## config.mk

```make
export PLATFORM = sky130hd
export DESIGN_NAME = fetch_prefetch_queue_flat
export DESIGN_NICKNAME = d
export VERILOG_FILES = /design/src/rtl/fetch_prefetch_queue_pkg.sv /design/src/rtl/fetch_prefetch_queue_if.sv /design/src/rtl/fetch_prefetch_queue_fifo.sv /design/src/rtl/fetch_prefetch_queue.sv /design/src/flat_wrapper.sv
export SDC_FILE = /design/constraint.sdc
export NUM_CORES = 1
export LEC_CHECK = 0
export CAP_MARGIN = 15
export CORE_MARGIN = 2
export CORE_UTILIZATION = 54
export CTS_CLUSTER_SIZE = 28
export DETAILED_ROUTE_END_ITERATION = 10
export PLACE_DENSITY = 0.81
export SLEW_MARGIN = 25
export SYNTH_ARGS = -nofsm -noshare
export SYNTH_HDL_FRONTEND = slang
export SYNTH_SLANG_ARGS = --single-unit
```

## constraint.sdc

```tcl
create_clock -name clk -period 5.3 [get_ports clk]
set_input_delay 0.53 -clock clk [delete_from_list [all_inputs] [get_ports clk]]
set_output_delay 0.53 -clock clk [all_outputs]
set_load 0.005 [all_outputs]
```

## src/rtl/fetch_prefetch_queue_pkg.sv

```systemverilog
// Shared defaults and types for the instruction-fetch front end.
// The fetch entry pairs a returned instruction word with the address it was read from.
package fetch_prefetch_queue_pkg;

    localparam int unsigned FETCH_ADDR_W = 11;
    localparam int unsigned FETCH_DATA_W = 32;
    localparam int unsigned FETCH_DEPTH  = 4;
    localparam logic [FETCH_ADDR_W-1:0] FETCH_RESET_PC = '0;

    typedef struct packed {
        logic [FETCH_ADDR_W-1:0] pc;
        logic [FETCH_DATA_W-1:0] data;
    } fetch_entry_t;

    function automatic int unsigned fetch_cnt_w(input int unsigned depth);
        return $clog2(depth) + 1;
    endfunction

endpackage

```

## src/rtl/fetch_prefetch_queue_if.sv

```systemverilog
// Fetch front-end bus: redirect, decode handshake, program load and instruction memory port.
// master = fetch unit side, slave = core/memory environment side.
interface fetch_prefetch_queue_if #(
    parameter int ADDR_WIDTH = 11,
    parameter int DATA_WIDTH = 32
);
    logic                  redirect_valid;
    logic [ADDR_WIDTH-1:0] redirect_pc;
    logic                  inst_valid;
    logic                  inst_ready;
    logic [DATA_WIDTH-1:0] inst_data;
    logic [ADDR_WIDTH-1:0] inst_pc;
    logic                  load_wr;
    logic [ADDR_WIDTH-1:0] load_addr;
    logic [DATA_WIDTH-1:0] load_data;
    logic                  mem_rd;
    logic [ADDR_WIDTH-1:0] mem_rd_addr;
    logic [DATA_WIDTH-1:0] mem_rd_data;
    logic                  mem_wr;
    logic [ADDR_WIDTH-1:0] mem_wr_addr;
    logic [DATA_WIDTH-1:0] mem_wr_data;

    modport master (
        input  redirect_valid, redirect_pc, inst_ready,
        input  load_wr, load_addr, load_data, mem_rd_data,
        output inst_valid, inst_data, inst_pc,
        output mem_rd, mem_rd_addr, mem_wr, mem_wr_addr, mem_wr_data
    );

    modport slave (
        output redirect_valid, redirect_pc, inst_ready,
        output load_wr, load_addr, load_data, mem_rd_data,
        input  inst_valid, inst_data, inst_pc,
        input  mem_rd, mem_rd_addr, mem_wr, mem_wr_addr, mem_wr_data
    );
endinterface

```

## src/rtl/fetch_prefetch_queue_fifo.sv

```systemverilog
// Synchronous circular FIFO holding {pc, data} prefetch entries.
// Flush empties the queue and wins over push/pop in the same cycle.
module fetch_prefetch_queue_fifo
    import fetch_prefetch_queue_pkg::*;
#(
    parameter int DEPTH = FETCH_DEPTH,
    parameter int WIDTH = FETCH_ADDR_W + FETCH_DATA_W,
    localparam int PTR_W = $clog2(DEPTH),
    localparam int CNT_W = fetch_cnt_w(DEPTH)
) (
    input  logic             clk,
    input  logic             rst_n,
    input  logic             i_push,
    input  logic             i_pop,
    input  logic             i_flush,
    input  logic [WIDTH-1:0] i_wdata,
    output logic [WIDTH-1:0] o_rdata,
    output logic [CNT_W-1:0] o_count,
    output logic             o_full,
    output logic             o_empty
);

    logic [WIDTH-1:0] r_mem [DEPTH];
    logic [PTR_W-1:0] r_rd_ptr;
    logic [PTR_W-1:0] r_wr_ptr;
    logic [CNT_W-1:0] r_count;
    logic             w_do_push;
    logic             w_do_pop;

    assign o_full    = (r_count == CNT_W'(DEPTH));
    assign o_empty   = (r_count == '0);
    assign o_count   = r_count;
    assign o_rdata   = r_mem[r_rd_ptr];
    assign w_do_push = i_push & ~o_full;
    assign w_do_pop  = i_pop & ~o_empty;

    always_ff @(posedge clk or negedge rst_n) begin
        if (!rst_n) begin
            r_rd_ptr <= '0;
            r_wr_ptr <= '0;
            r_count  <= '0;
        end else if (i_flush) begin
            r_rd_ptr <= '0;
            r_wr_ptr <= '0;
            r_count  <= '0;
        end else begin
            if (w_do_push) r_wr_ptr <= r_wr_ptr + 1'b1;
            if (w_do_pop)  r_rd_ptr <= r_rd_ptr + 1'b1;
            case ({w_do_push, w_do_pop})
                2'b10:   r_count <= r_count + 1'b1;
                2'b01:   r_count <= r_count - 1'b1;
                default: r_count <= r_count;
            endcase
        end
    end

    // Storage needs no reset; occupancy is tracked by the pointers and count.
    always_ff @(posedge clk) begin
        if (w_do_push && !i_flush) r_mem[r_wr_ptr] <= i_wdata;
    end

endmodule

```

## src/rtl/fetch_prefetch_queue.sv

```systemverilog
// Instruction-fetch front end: owns the PC, issues sequential reads to a 1-cycle memory,
// buffers returned words in a prefetch queue, and handles redirect and program load.
module fetch_prefetch_queue
    import fetch_prefetch_queue_pkg::*;
#(
    parameter int                    ADDR_WIDTH = FETCH_ADDR_W,
    parameter int                    DATA_WIDTH = FETCH_DATA_W,
    parameter int                    DEPTH      = FETCH_DEPTH,
    parameter logic [ADDR_WIDTH-1:0] RESET_PC   = '0
) (
    input  logic                  clk,
    input  logic                  rst_n,
    fetch_prefetch_queue_if.master bus
);

    localparam int CNT_W = fetch_cnt_w(DEPTH);
    localparam int SUM_W = CNT_W + 1;
    localparam int ENT_W = ADDR_WIDTH + DATA_WIDTH;

    logic [ADDR_WIDTH-1:0] r_fetch_pc;
    logic                  r_inflight;
    logic [ADDR_WIDTH-1:0] r_inflight_pc;

    logic [CNT_W-1:0]      w_count;
    logic                  w_full;
    logic                  w_empty;
    logic [ENT_W-1:0]      w_head;
    logic [SUM_W-1:0]      w_outstanding;
    logic                  w_issue;
    logic                  w_push;
    logic                  w_pop;

    // Credit counts queued plus in-flight words so a return always finds a free slot,
    // and deliberately ignores inst_ready to keep decode off the memory address path.
    assign w_outstanding = SUM_W'(w_count) + SUM_W'(r_inflight);
    assign w_issue = rst_n & ~bus.load_wr & ~bus.redirect_valid
                   & (w_outstanding < SUM_W'(DEPTH));
    assign w_push  = r_inflight & ~bus.redirect_valid & ~w_full;
    assign w_pop   = ~w_empty & bus.inst_ready;

    fetch_prefetch_queue_fifo #(
        .DEPTH (DEPTH),
        .WIDTH (ENT_W)
    ) u_fifo (
        .clk     (clk),
        .rst_n   (rst_n),
        .i_push  (w_push),
        .i_pop   (w_pop),
        .i_flush (bus.redirect_valid),
        .i_wdata ({r_inflight_pc, bus.mem_rd_data}),
        .o_rdata (w_head),
        .o_count (w_count),
        .o_full  (w_full),
        .o_empty (w_empty)
    );

    assign bus.inst_valid  = ~w_empty;
    assign bus.inst_pc     = w_empty ? '0 : w_head[ENT_W-1:DATA_WIDTH];
    assign bus.inst_data   = w_empty ? '0 : w_head[DATA_WIDTH-1:0];

    assign bus.mem_rd      = w_issue;
    assign bus.mem_rd_addr = w_issue ? r_fetch_pc : '0;

    assign bus.mem_wr      = rst_n & bus.load_wr;
    assign bus.mem_wr_addr = bus.mem_wr ? bus.load_addr : '0;
    assign bus.mem_wr_data = bus.mem_wr ? bus.load_data : '0;

    always_ff @(posedge clk or negedge rst_n) begin
        if (!rst_n) begin
            r_fetch_pc    <= RESET_PC;
            r_inflight    <= 1'b0;
            r_inflight_pc <= '0;
        end else begin
            r_inflight <= w_issue;
            if (w_issue) r_inflight_pc <= r_fetch_pc;
            if (bus.redirect_valid) begin
                r_fetch_pc <= bus.redirect_pc;
            end else if (w_issue) begin
                r_fetch_pc <= r_fetch_pc + 1'b1;
            end
        end
    end

endmodule
```

## src/flat_wrapper.sv

```systemverilog
// flat-port wrapper written by rule: the top's interface ports become plain ports
module fetch_prefetch_queue_flat import fetch_prefetch_queue_pkg::*;
#(
    parameter int                    ADDR_WIDTH = FETCH_ADDR_W,
    parameter int                    DATA_WIDTH = FETCH_DATA_W,
    parameter int                    DEPTH      = FETCH_DEPTH,
    parameter logic [ADDR_WIDTH-1:0] RESET_PC   = '0
)
  (clk, rst_n, bus_redirect_valid, bus_redirect_pc, bus_inst_ready, bus_load_wr, bus_load_addr, bus_load_data, bus_mem_rd_data, bus_inst_valid, bus_inst_data, bus_inst_pc, bus_mem_rd, bus_mem_rd_addr, bus_mem_wr, bus_mem_wr_addr, bus_mem_wr_data);
  fetch_prefetch_queue_if #(.ADDR_WIDTH(ADDR_WIDTH), .DATA_WIDTH(DATA_WIDTH)) bus_i ();
  input  logic clk;
  input  logic rst_n;
  input wire logic [$bits(bus_i.redirect_valid)-1:0] bus_redirect_valid;
  input wire logic [$bits(bus_i.redirect_pc)-1:0] bus_redirect_pc;
  input wire logic [$bits(bus_i.inst_ready)-1:0] bus_inst_ready;
  input wire logic [$bits(bus_i.load_wr)-1:0] bus_load_wr;
  input wire logic [$bits(bus_i.load_addr)-1:0] bus_load_addr;
  input wire logic [$bits(bus_i.load_data)-1:0] bus_load_data;
  input wire logic [$bits(bus_i.mem_rd_data)-1:0] bus_mem_rd_data;
  output wire logic [$bits(bus_i.inst_valid)-1:0] bus_inst_valid;
  output wire logic [$bits(bus_i.inst_data)-1:0] bus_inst_data;
  output wire logic [$bits(bus_i.inst_pc)-1:0] bus_inst_pc;
  output wire logic [$bits(bus_i.mem_rd)-1:0] bus_mem_rd;
  output wire logic [$bits(bus_i.mem_rd_addr)-1:0] bus_mem_rd_addr;
  output wire logic [$bits(bus_i.mem_wr)-1:0] bus_mem_wr;
  output wire logic [$bits(bus_i.mem_wr_addr)-1:0] bus_mem_wr_addr;
  output wire logic [$bits(bus_i.mem_wr_data)-1:0] bus_mem_wr_data;
  assign bus_i.redirect_valid = bus_redirect_valid;
  assign bus_i.redirect_pc = bus_redirect_pc;
  assign bus_i.inst_ready = bus_inst_ready;
  assign bus_i.load_wr = bus_load_wr;
  assign bus_i.load_addr = bus_load_addr;
  assign bus_i.load_data = bus_load_data;
  assign bus_i.mem_rd_data = bus_mem_rd_data;
  assign bus_inst_valid = bus_i.inst_valid;
  assign bus_inst_data = bus_i.inst_data;
  assign bus_inst_pc = bus_i.inst_pc;
  assign bus_mem_rd = bus_i.mem_rd;
  assign bus_mem_rd_addr = bus_i.mem_rd_addr;
  assign bus_mem_wr = bus_i.mem_wr;
  assign bus_mem_wr_addr = bus_i.mem_wr_addr;
  assign bus_mem_wr_data = bus_i.mem_wr_data;
  fetch_prefetch_queue #(.ADDR_WIDTH(ADDR_WIDTH), .DATA_WIDTH(DATA_WIDTH), .DEPTH(DEPTH), .RESET_PC(RESET_PC)) u_core (.clk(clk), .rst_n(rst_n), .bus(bus_i));
endmodule
```

# After elaboration in Yosys (flattened, before gate mapping)
# Memories as Yosys holds them, arrays and structs flattened.
# Cells that the tools add are included.
classes:
  muxes: 15
  bitwise_logic: 13
  order_cmp: 1
  reduce_logical: 7
  shift: 0
  n_div: 0
  n_eq_ne: 3
  n_addsub: 6
  mul: 0
ops:
  columns: ["cell", "count"]
  rows:
  - ["2-to-1 mux 32 bit", 2]
  - ["2-to-1 mux 11 bit", 5]
  - ["adder 11 x 1 -> 11 bit, second input constant", 1]
  - ["bitwise AND 1 bit", 9]
  - ["2-to-1 mux 2 bit", 4]
  - ["one-hot mux 3 bit (2 select lines)", 1]
  - ["nonzero test 2 bit", 3]
  - ["adder 2 x 1 -> 2 bit, second input constant", 2]
  - ["adder 3 x 1 -> 4 bit", 1]
  - ["< comparator 4 x 3 -> 1 bit, second input constant", 1]
  - ["inverter 1 bit", 4]
  - ["adder 3 x 1 -> 3 bit, second input constant", 1]
  - ["== test 3 bit, second input constant", 1]
  - ["logical NOT 3 bit", 1]
  - ["2-to-1 mux 3 bit", 1]
  - ["nonzero test 3 bit", 1]
  - ["subtractor 3 x 1 -> 3 bit, second input constant", 1]
  - ["== test 2 x 1 -> 1 bit, second input constant", 1]
  - ["== test 2 bit, second input constant", 1]
  - ["2-to-1 mux 1 bit", 2]
  - ["logical AND 1 bit", 1]
  - ["logical NOT 1 bit", 1]
word_totals:
  inputBits: 91
  output_inout_bits: 100
  memories: 1
  wordCells: 52
  rom_bits: 0
  ff_bits: 30
  ramBits: 172
  latchBits: 0
mem_list:
  columns: ["memory", "depth", "width", "rd", "rd_ports_with_merged_regs", "wr", "line", "rtl"]
  rows:
  - ["u_core.u_fifo.r_mem", 4, 43, 1, 0, 1, "fetch_prefetch_queue_fifo.sv:23", "logic [WIDTH-1:0] r_mem [DEPTH];"]

# Depth between registers and ports, before layout
# Gate-level depths: netlist (run 1).
logic_depth:
  ltp_word: 7
  mapped_depth: 9
  depth_no_buf: 8

# Cells and area by module
# A second synthesis (run 1) with hierarchy kept.
unflattened:
  cells_unflattened: 508
  area_unflattened_um2: 8554.5
modules_own_cells:
  columns: ["mod", "instances", "cells_each", "seq_area_each_um2", "area_per_inst_um2"]
  rows:
  - ["fetch_prefetch_queue_fifo", 1, 289, 5340.1, 6774.0]
  - ["fetch_prefetch_queue", 1, 219, 575.6, 1780.5]

# Least setup slack after synthesis (run 1)
# Ideal clock, no wire load.
synth_path:
  path_kind: "register to register"
  startpoint: "register u_core.u_fifo.r_count[0] (netlist: u_core.u_fifo.o_count[0])"
  endpoint: "memory u_core.u_fifo.r_mem[0][0] (netlist bit) (enable)"
  required_time_ns: 4.895
  stages_incl_launch_ff: 6
  arrival_time_ns: 2.096
  setup_time_ns: 0.405
  n_path_buf: 1
  setup_slack_ns: 2.799
  period_less_slack_ns: 2.501
  cell_sequence: "dfrtp_1 buf_2 or2_2 o21ai_0 nor2_1 and2_1"
synth_between:
  elab_chain_len: 7
synth_lines:
  columns: ["element", "line", "rtl"]
  rows:
  - ["start: declaration", "fetch_prefetch_queue_fifo.sv:26", "logic [CNT_W-1:0] r_count;"]
  - ["start signal: assignment", "fetch_prefetch_queue_fifo.sv:50", "2'b10: r_count <= r_count + 1'b1;"]
  - ["start signal: assignment", "fetch_prefetch_queue_fifo.sv:51", "2'b01: r_count <= r_count - 1'b1;"]
  - ["start signal: assignment", "fetch_prefetch_queue_fifo.sv:52", "default: r_count <= r_count;"]
  - ["== test 3 bit *", "fetch_prefetch_queue_fifo.sv:30", "assign o_full = (r_count == CNT_W'(DEPTH));"]
  - ["inverter 1 bit *", "fetch_prefetch_queue_fifo.sv:34, fetch_prefetch_queue.sv:38", null]
  - ["bitwise AND 1 bit", "fetch_prefetch_queue.sv:38", "assign w_push = r_inflight & ~bus.redirect_valid & ~w_full;"]
  - ["bitwise AND 1 bit *", "fetch_prefetch_queue_fifo.sv:34", "assign w_do_push = i_push & ~o_full;"]
  - ["logical AND 1 bit *", "fetch_prefetch_queue_fifo.sv:59", "if (w_do_push && !i_flush) r_mem[r_wr_ptr] <= i_wdata;"]
  - ["2-to-1 mux 1 bit *", "fetch_prefetch_queue_fifo.sv:59", null]
  - ["2-to-1 mux 1 bit (not written as such) *", "fetch_prefetch_queue_fifo.sv:59", null]
  - ["end: declaration", "fetch_prefetch_queue_fifo.sv:23", null]
# Every way passes the cells marked *; elsewhere a longest branch is shown, timed or not.

# Worst setup path after layout (run 1)
layout_path:
  startpoint: "input port bus_redirect_valid"
  endpoint: "output port bus_mem_rd"
layout_between:
  elab_chain_len: 3
layout_lines:
  columns: ["element", "line", "rtl"]
  rows:
  - ["start: declaration", "flat_wrapper.sv:13", "input wire logic [$bits(bus_i.redirect_valid)-1:0] bus_redirect_valid;"]
  - ["inverter 1 bit", "fetch_prefetch_queue.sv:36", "assign w_issue = rst_n & ~bus.load_wr & ~bus.redirect_valid"]
  - ["bitwise AND 1 bit", "fetch_prefetch_queue.sv:36", null]
  - ["bitwise AND 1 bit", "fetch_prefetch_queue.sv:37", "& (w_outstanding < SUM_W'(DEPTH));"]
  - ["end: declaration", "flat_wrapper.sv:23", "output wire logic [$bits(bus_i.mem_rd)-1:0] bus_mem_rd;"]
# Every way passes these cells.

==> results of run 1 <==
[layout make-up]
type	instances	area [um^2]	share of cell area [%]
Timing Repair Buffer	193	1920	17.1
Inverter	6	22.5	0.200
Multi-Input combinational cell	258	2400	21.3
Sequential cell	202	5920	52.7
Tap cell	211	264	2.35
Clock inverter	6	61.3	0.545
Clock buffer	28	658	5.85
[registers in the layout, indices dropped and copies added, names as in the netlist]
name	flops
u_core.u_fifo.r_mem	172
u_core.r_fetch_pc	11
u_core.r_inflight_pc	11
u_core.u_fifo.o_count	3
u_core.u_fifo.r_rd_ptr	2
u_core.u_fifo.r_wr_ptr	2
u_core.r_inflight	1
[worst register-to-register path, delay by kind of cell, from the launching register on]
| kind | cells | cell delay (ns) |
|---|---|---|
| flops | 1 | 0.50 |
| fa+ha+maj | 1 | 0.44 |
| compound gates | 2 | 0.49 |
| simple gates | 4 | 1.47 |
[power groups by stage]
stage / Clock, uW / Sequential, uW / Combinational (uW)
floorplan: 0 / 1840 / 220
global placement: 0 / 1890 / 403
detailed placement: 0 / 1900 / 414
CTS: 1500 / 1870 / 418
global route: 1570 / 1870 / 446
finish: 1480 / 1870 / 412
[cell usage in the layout, fill, tap and decap left out, types with 7 or more instances in the layout]
| master | count |
|---|---|
| clkdlybuf4s50_1 | 189 |
| edfxtp_1 | 172 |
| and3_1 | 54 |
| and2_1 | 45 |
| mux4_2 | 43 |
| dfrtp_1 | 28 |
| clkbuf_16 | 26 |
| nor2_1 | 13 |
| a21o_1 | 13 |
| nand2_1 | 11 |
| nand3_1 | 7 |
[logic make-up (layout without fill, tap and decap cells)]
| kind of cell | after synthesis | count (layout) |
|---|---|---|
| mux | 45 | 45 |
| buf+inv | 41 | 233 |
| simple gates | 161 | 161 |
| compound gates | 41 | 41 |
| fa+ha+maj | 6 | 6 |
| xor+xnor | 5 | 5 |
| flops | 202 | 202 |
[layer usage]
layer / global-route usage [%] / part of all wire (%)
met3: 4.54 / 7.2
met4: 6.33 / 2.2
met1: 28.0 / 39
met2: 40.3 / 52
met5: 0 / 0
[metrics by stage]
stage                     cells  hold WS, ns  power [uW]
after CTS                   904        0.224        3780
after global routing        904        0.254        3890
after global placement      870        0.498        2300
after detailed placement    870        0.506        2310
after floorplan             501        0.234        2060
final                       904        0.222        3750
[final timing paths]
| path | startpoint | to | slack, ns |
|---|---|---|---|
| worst max-delay path | bus_redirect_valid | bus_mem_rd | 1.65 |
| worst min-delay path | rst_n | u_core.r_inflight_pc[5] | 0.22 |
| worst max register to register | u_core.u_fifo.o_count[2] | u_core.u_fifo.o_count[2] | 2.27 |
| worst min register to register | u_core.r_fetch_pc[10] | u_core.r_fetch_pc[10] | 0.52 |
| max in group asynchronous | rst_n | u_core.u_fifo.r_rd_ptr[0] | 4.57 |
| min in group clk | u_core.r_fetch_pc[10] | u_core.r_fetch_pc[10] | 0.52 |
==> results.tsv, run 1 <==
metric	value	unit
wl_per_cell	20.5	um
crit_path_frequent_cell	clkdlybuf4s50_1	
drive_above_1_share	13.6	%
timing.fmax	274	MHz
fp.coreArea	0.0153	mm^2
grt-ovfl-total	0	
peakVddDrop	0.000242	V
grt_pass1_vias	5410	
pwr-share-seq	49.7	%
finalCriticalPeriod	3.65	ns
grt_max_degree	76	
hold_viol	0	
cp_top_family	buffers and inverters	
ioPinCount	191	
fin_tns_setup	0	ns
yosysWarnings	0	
path_cells	clkdlybuf4s50_1, buf_4, nor4b_4, nand2_2, inv_1, clkdlybuf4s50_1	
h-tree-depth	1	
rsz0062_at_grt	no	
yosysSeqAreaShare	69.7	%
synth_top_area_share	60.9	%
gp_congestion	0.854	
route.antenna.remaining_nets	0	
stdcell_area	0.0112	mm^2
cts_hold_buf	0	
drc	0	
die_x	129	um
worstSkewPairLatency	0.48	ns
p_switching	786	uW
leakagePower	0.00404	uW
finalNetCount	778	
synthArstFlopShare	14.9	%
yosys-top-cells-area	edfxtp_1, mux4_2, dfrtp_1	
detail_route.vias_per_cell	5.79	
syn-cell-area	0.00848	mm^2
cp-end-kind	primary output	
hold_path.class	in -> async	
dpl_cell_area	0.0105	mm^2
synth-adder-area-share	0.973	%
synth_top_family_by_area	multiplexers	
synth_edf_count	172	
dp_slack	1.72	ns
final_max_slew_viol_count	0	
clockBufferDepth	3	
synth_flop_cell	edfxtp_1	
crit_type	in -> out	
start_util	55.6	%
cp.required	4.77	ns
cts-root-buf	clkbuf_16	
worst-path-stages	6	
finalWorstSetupSlack	1.65	ns
cts.sinks	202	
worst-path-buf-inv	4	
fp.dieH	129	um
path_clk_slew	0.07	ns
netlist_instances	501	
r2r_cells	7	
fill_cells	899	
num_rows	45	
diodes	0	
power.share.clock	39.3	%
p_int	2970	uW
antenna_found_initial	0	
swShare	20.9	%
synthXorXnorAreaFrac	0.516	%
drv_cap	0	
crit_fanout	24	
combPwrFrac	11.0	%
synth_area_leader_cell	edfxtp_1	
powerDensity	334	mW/mm^2
dieArea	0.0167	mm^2
io_buffer_count	190	
cp-start-kind	input pin	
ys_types	51	
cts.repair.resized	0	
status	finished, final reports clean	
totalWireLength	18600	um
area_growth	32.6	%
cts_tree	built	
synth_common_cells	edfxtp_1, and3_1, and2_1	
cts_setup_buffers	0	
finClkSkew	0.0176	ns
vias	5237	
grt_pass1_wl	28600	um
grt.total_usage	22.5	%
worstMarginPinSlew	0.888	ns
slowest_delay	0.60	ns
final_util	73.7	%
slew_headroom	40.8	%
critPathSlowestCell	nor4b_4	
finalSetupViolations	0	
syn_avg_cell_area	16.9	um^2
syn-num-nets	598	
synth-compound-area-share	3.57	%
synth_most_common_cell	edfxtp_1	
worstPathArrival	3.12	ns
muxShareOfSynthArea	11.7	%
hpwl	11400	um
first_iter_violations	415	
synth-simple-area-share	11.5	%
min_period_over_period	68.8	%
cts_made_buffers	20	
first_pass_iters	5	
synth-seq-cells	202	
No activity file was read; power rests on OpenSTA's default activity.
==> run 2, diff against run 1 <==
--- a/config.mk
+++ b/config.mk
@@ -7,10 +7,10 @@
 export LEC_CHECK = 0
 export CAP_MARGIN = 15
 export CORE_MARGIN = 2
-export CORE_UTILIZATION = 54
+export CORE_UTILIZATION = 46
 export CTS_CLUSTER_SIZE = 28
 export DETAILED_ROUTE_END_ITERATION = 10
-export PLACE_DENSITY = 0.81
+export PLACE_DENSITY = 0.73
 export SLEW_MARGIN = 25
 export SYNTH_ARGS = -nofsm -noshare
 export SYNTH_HDL_FRONTEND = slang
==> constraint.sdc (replaced) <==
create_clock -name clk -period 3.25 [get_ports clk]
set_input_delay 0.325 -clock clk [delete_from_list [all_inputs] [get_ports clk]]
set_output_delay 0.325 -clock clk [all_outputs]
set_load 0.005 [all_outputs]
==> run 2 against run 1 <==
  * First-iteration DRC count is 24% lower
  * Sequential cell count stayed put
  * Power is 61% higher
  * Register-to-register slack worse by 1.8 ns
  * Critical path depth is 2 lower
  * Sequential power is 61% higher
  * Critical path type is now reg -> out
  * Highest routed layer unchanged
==> results.tsv, run 2 (synthesized netlist as in run 1, its figures left out) <==
metric	value	unit	change
drive_above_1_share	14.5	%	+0.92 points
dpl_cell_area	0.0107	mm^2	+1.6%
area_growth	33.9	%	
grt.total_usage	18.9	%	-3.6 points
fin_tns_setup	0	ns	unchanged
finClkSkew	0.00696	ns	-0.0106 ns
worstPathArrival	2.61	ns	-0.51 ns
hold_slack	0.0184	ns	-0.204 ns
peakVddDrop	0.000332	V	+37%
io_buffer_count	190		unchanged
stdcell_area	0.0114	mm^2	+0.98%
first_iter_violations	316		-24%
cts_made_buffers	20		unchanged
final_common_cell	clkdlybuf4s50_1		
cts.sinks	202		unchanged
largest_reg_flops	172		unchanged
powerDensity	531	mW/mm^2	+59%
reg.largest.list	u_core.u_fifo.r_mem (172), u_core.r_fetch_pc (11), u_core.r_inflight_pc (11)		
slew_headroom	53.7	%	+13 points
die_x	140	um	+8.1%
p_int	4770	uW	+61%
cts_tree	built		
first_pass_iters	4		-1
rsz0062_at_grt	no		
worstSkewPairLatency	0.48	ns	about the same
antenna_found_initial	0		unchanged
cts.repair.resized	0		unchanged
finalNetCount	788		+1.3%
total_power	6040	uW	+61%
grt-ovfl-total	0		unchanged
min_period_over_period	90.2	%	
hpwl	12100	um	+6.4%
num_rows	49		+8.9%
final_max_slew_viol_count	0		unchanged
cp.required	2.92	ns	-1.85 ns
p_switching	1260	uW	+61%
crit_fanout	19		-21%
dp_cells	898		+3.2%
hold_viol	0		unchanged
fp.dieH	140	um	+8.1%
diodes	0		unchanged
detail_route.vias_per_cell	5.51		-4.9%
grt_pass1_wl	29200	um	+2.1%
pwr-share-seq	49.9	%	+0.2 points
combPwrFrac	11.9	%	+0.9 points
dieArea	0.0195	mm^2	+17%
power.share.clock	38.2	%	-1.1 points
start_util	47.1	%	-8.5 points
grt_pass1_vias	5521		+2.1%
drv_cap	0		unchanged
path_clk_slew	0.06	ns	about the same
cp-start-kind	register		
seqCellArea	0.00592	mm^2	about the same
timing.fmax	341	MHz	
swShare	20.9	%	about the same
status	finished, final reports clean		
clockBufferDepth	3		unchanged
finalSetupViolations	0		unchanged
crit_type	reg -> out		
h-tree-depth	1		unchanged
cts_hold_buf	0		unchanged
grt_max_degree	76		unchanged
ioPinCount	191		unchanged
hold_path.class	in -> async		
layout_common_cells	clkdlybuf4s50_1, edfxtp_1, and3_1		
cts_setup_buffers	0		unchanged
cts-root-buf	clkbuf_16		
multi_input_area	0.00240	mm^2	-0.21%
wl_per_cell	19.9	um	-3.0%
vias	5138		-1.9%
regMostFlops	u_core.u_fifo.r_mem		
leakagePower	0.00409	uW	+1.1%
worstMarginPinSlew	0.695	ns	-0.193 ns
gp_congestion	0.888		+4.0%
fill_cells	1321		+47%
drc	0		unchanged
fp.coreArea	0.0180	mm^2	+18%
stdcell_count	933		+3.2%
route.antenna.remaining_nets	0		unchanged
cp-end-kind	primary output		
finalCriticalPeriod	2.93	ns	
totalWireLength	18600	um	about the same
## run 2: final cells by class
cell class	instances	share of cell area [%]
multi-input cells	258	21.1
well taps	229	2.52
flip-flops and latches	202	52.1
clock buffers	24	4.73
clock inverters	11	1.12
repair buffers	203	18.2
inverters	6	0.198
## run 2: worst paths after layout
kind,startpoint,to,slack [ns],cells past startpoint
worst max-delay path,u_core.u_fifo.r_rd_ptr[0],bus_inst_data[2],0.32,4
worst min-delay path,rst_n,u_core.r_inflight_pc[2],0.02,2
max in group asynchronous,rst_n,u_core.u_fifo.r_rd_ptr[0],2.70,2
min in group clk,bus_redirect_pc[0],u_core.r_fetch_pc[0],0.42,3
worst min register to register,u_core.r_fetch_pc[10],u_core.r_fetch_pc[10],0.51,1
worst max register to register,u_core.u_fifo.o_count[0],u_core.u_fifo.o_count[2],0.46,8
## run 2: through the flow
stage	setup slack [ns]	util, %
after floorplan	0.749	-
after global placement	0.679	59.3
after detailed placement	0.562	59.3
after CTS	0.250	63.0
after global routing	0.169	63.0
final	0.318	63.0
## run 2: per-layer routing
metal / part of all wire [%] / GRT usage (%) / vias to the layer above / wire [um]
met5: 0 / 0 / - / 0
li1: - / - / 2339 / -
met3: 6.7 / 3.54 / 32 / 1240
met2: 52 / 34.8 / 208 / 9740
met1: 39 / 22.8 / 2559 / 7200
met4: 2.2 / 5.21 / 0 / 404
## run 2: power by group through the flow
stage	Clock [uW]	Combinational [uW]	Sequential [uW]
after CTS	2340	732	3010
final	2310	718	3010
after detailed placement	0	729	3060
after global placement	0	714	3060
after global routing	2460	778	3020
after floorplan	0	358	3010
## run 2: critical path, stage by stage (launching register included)
cell and delay (ns):
dfrtp_4 0.69, buf_4 0.31, mux4_2 0.51, and2_1 0.18, clkdlybuf4s50_1 0.45
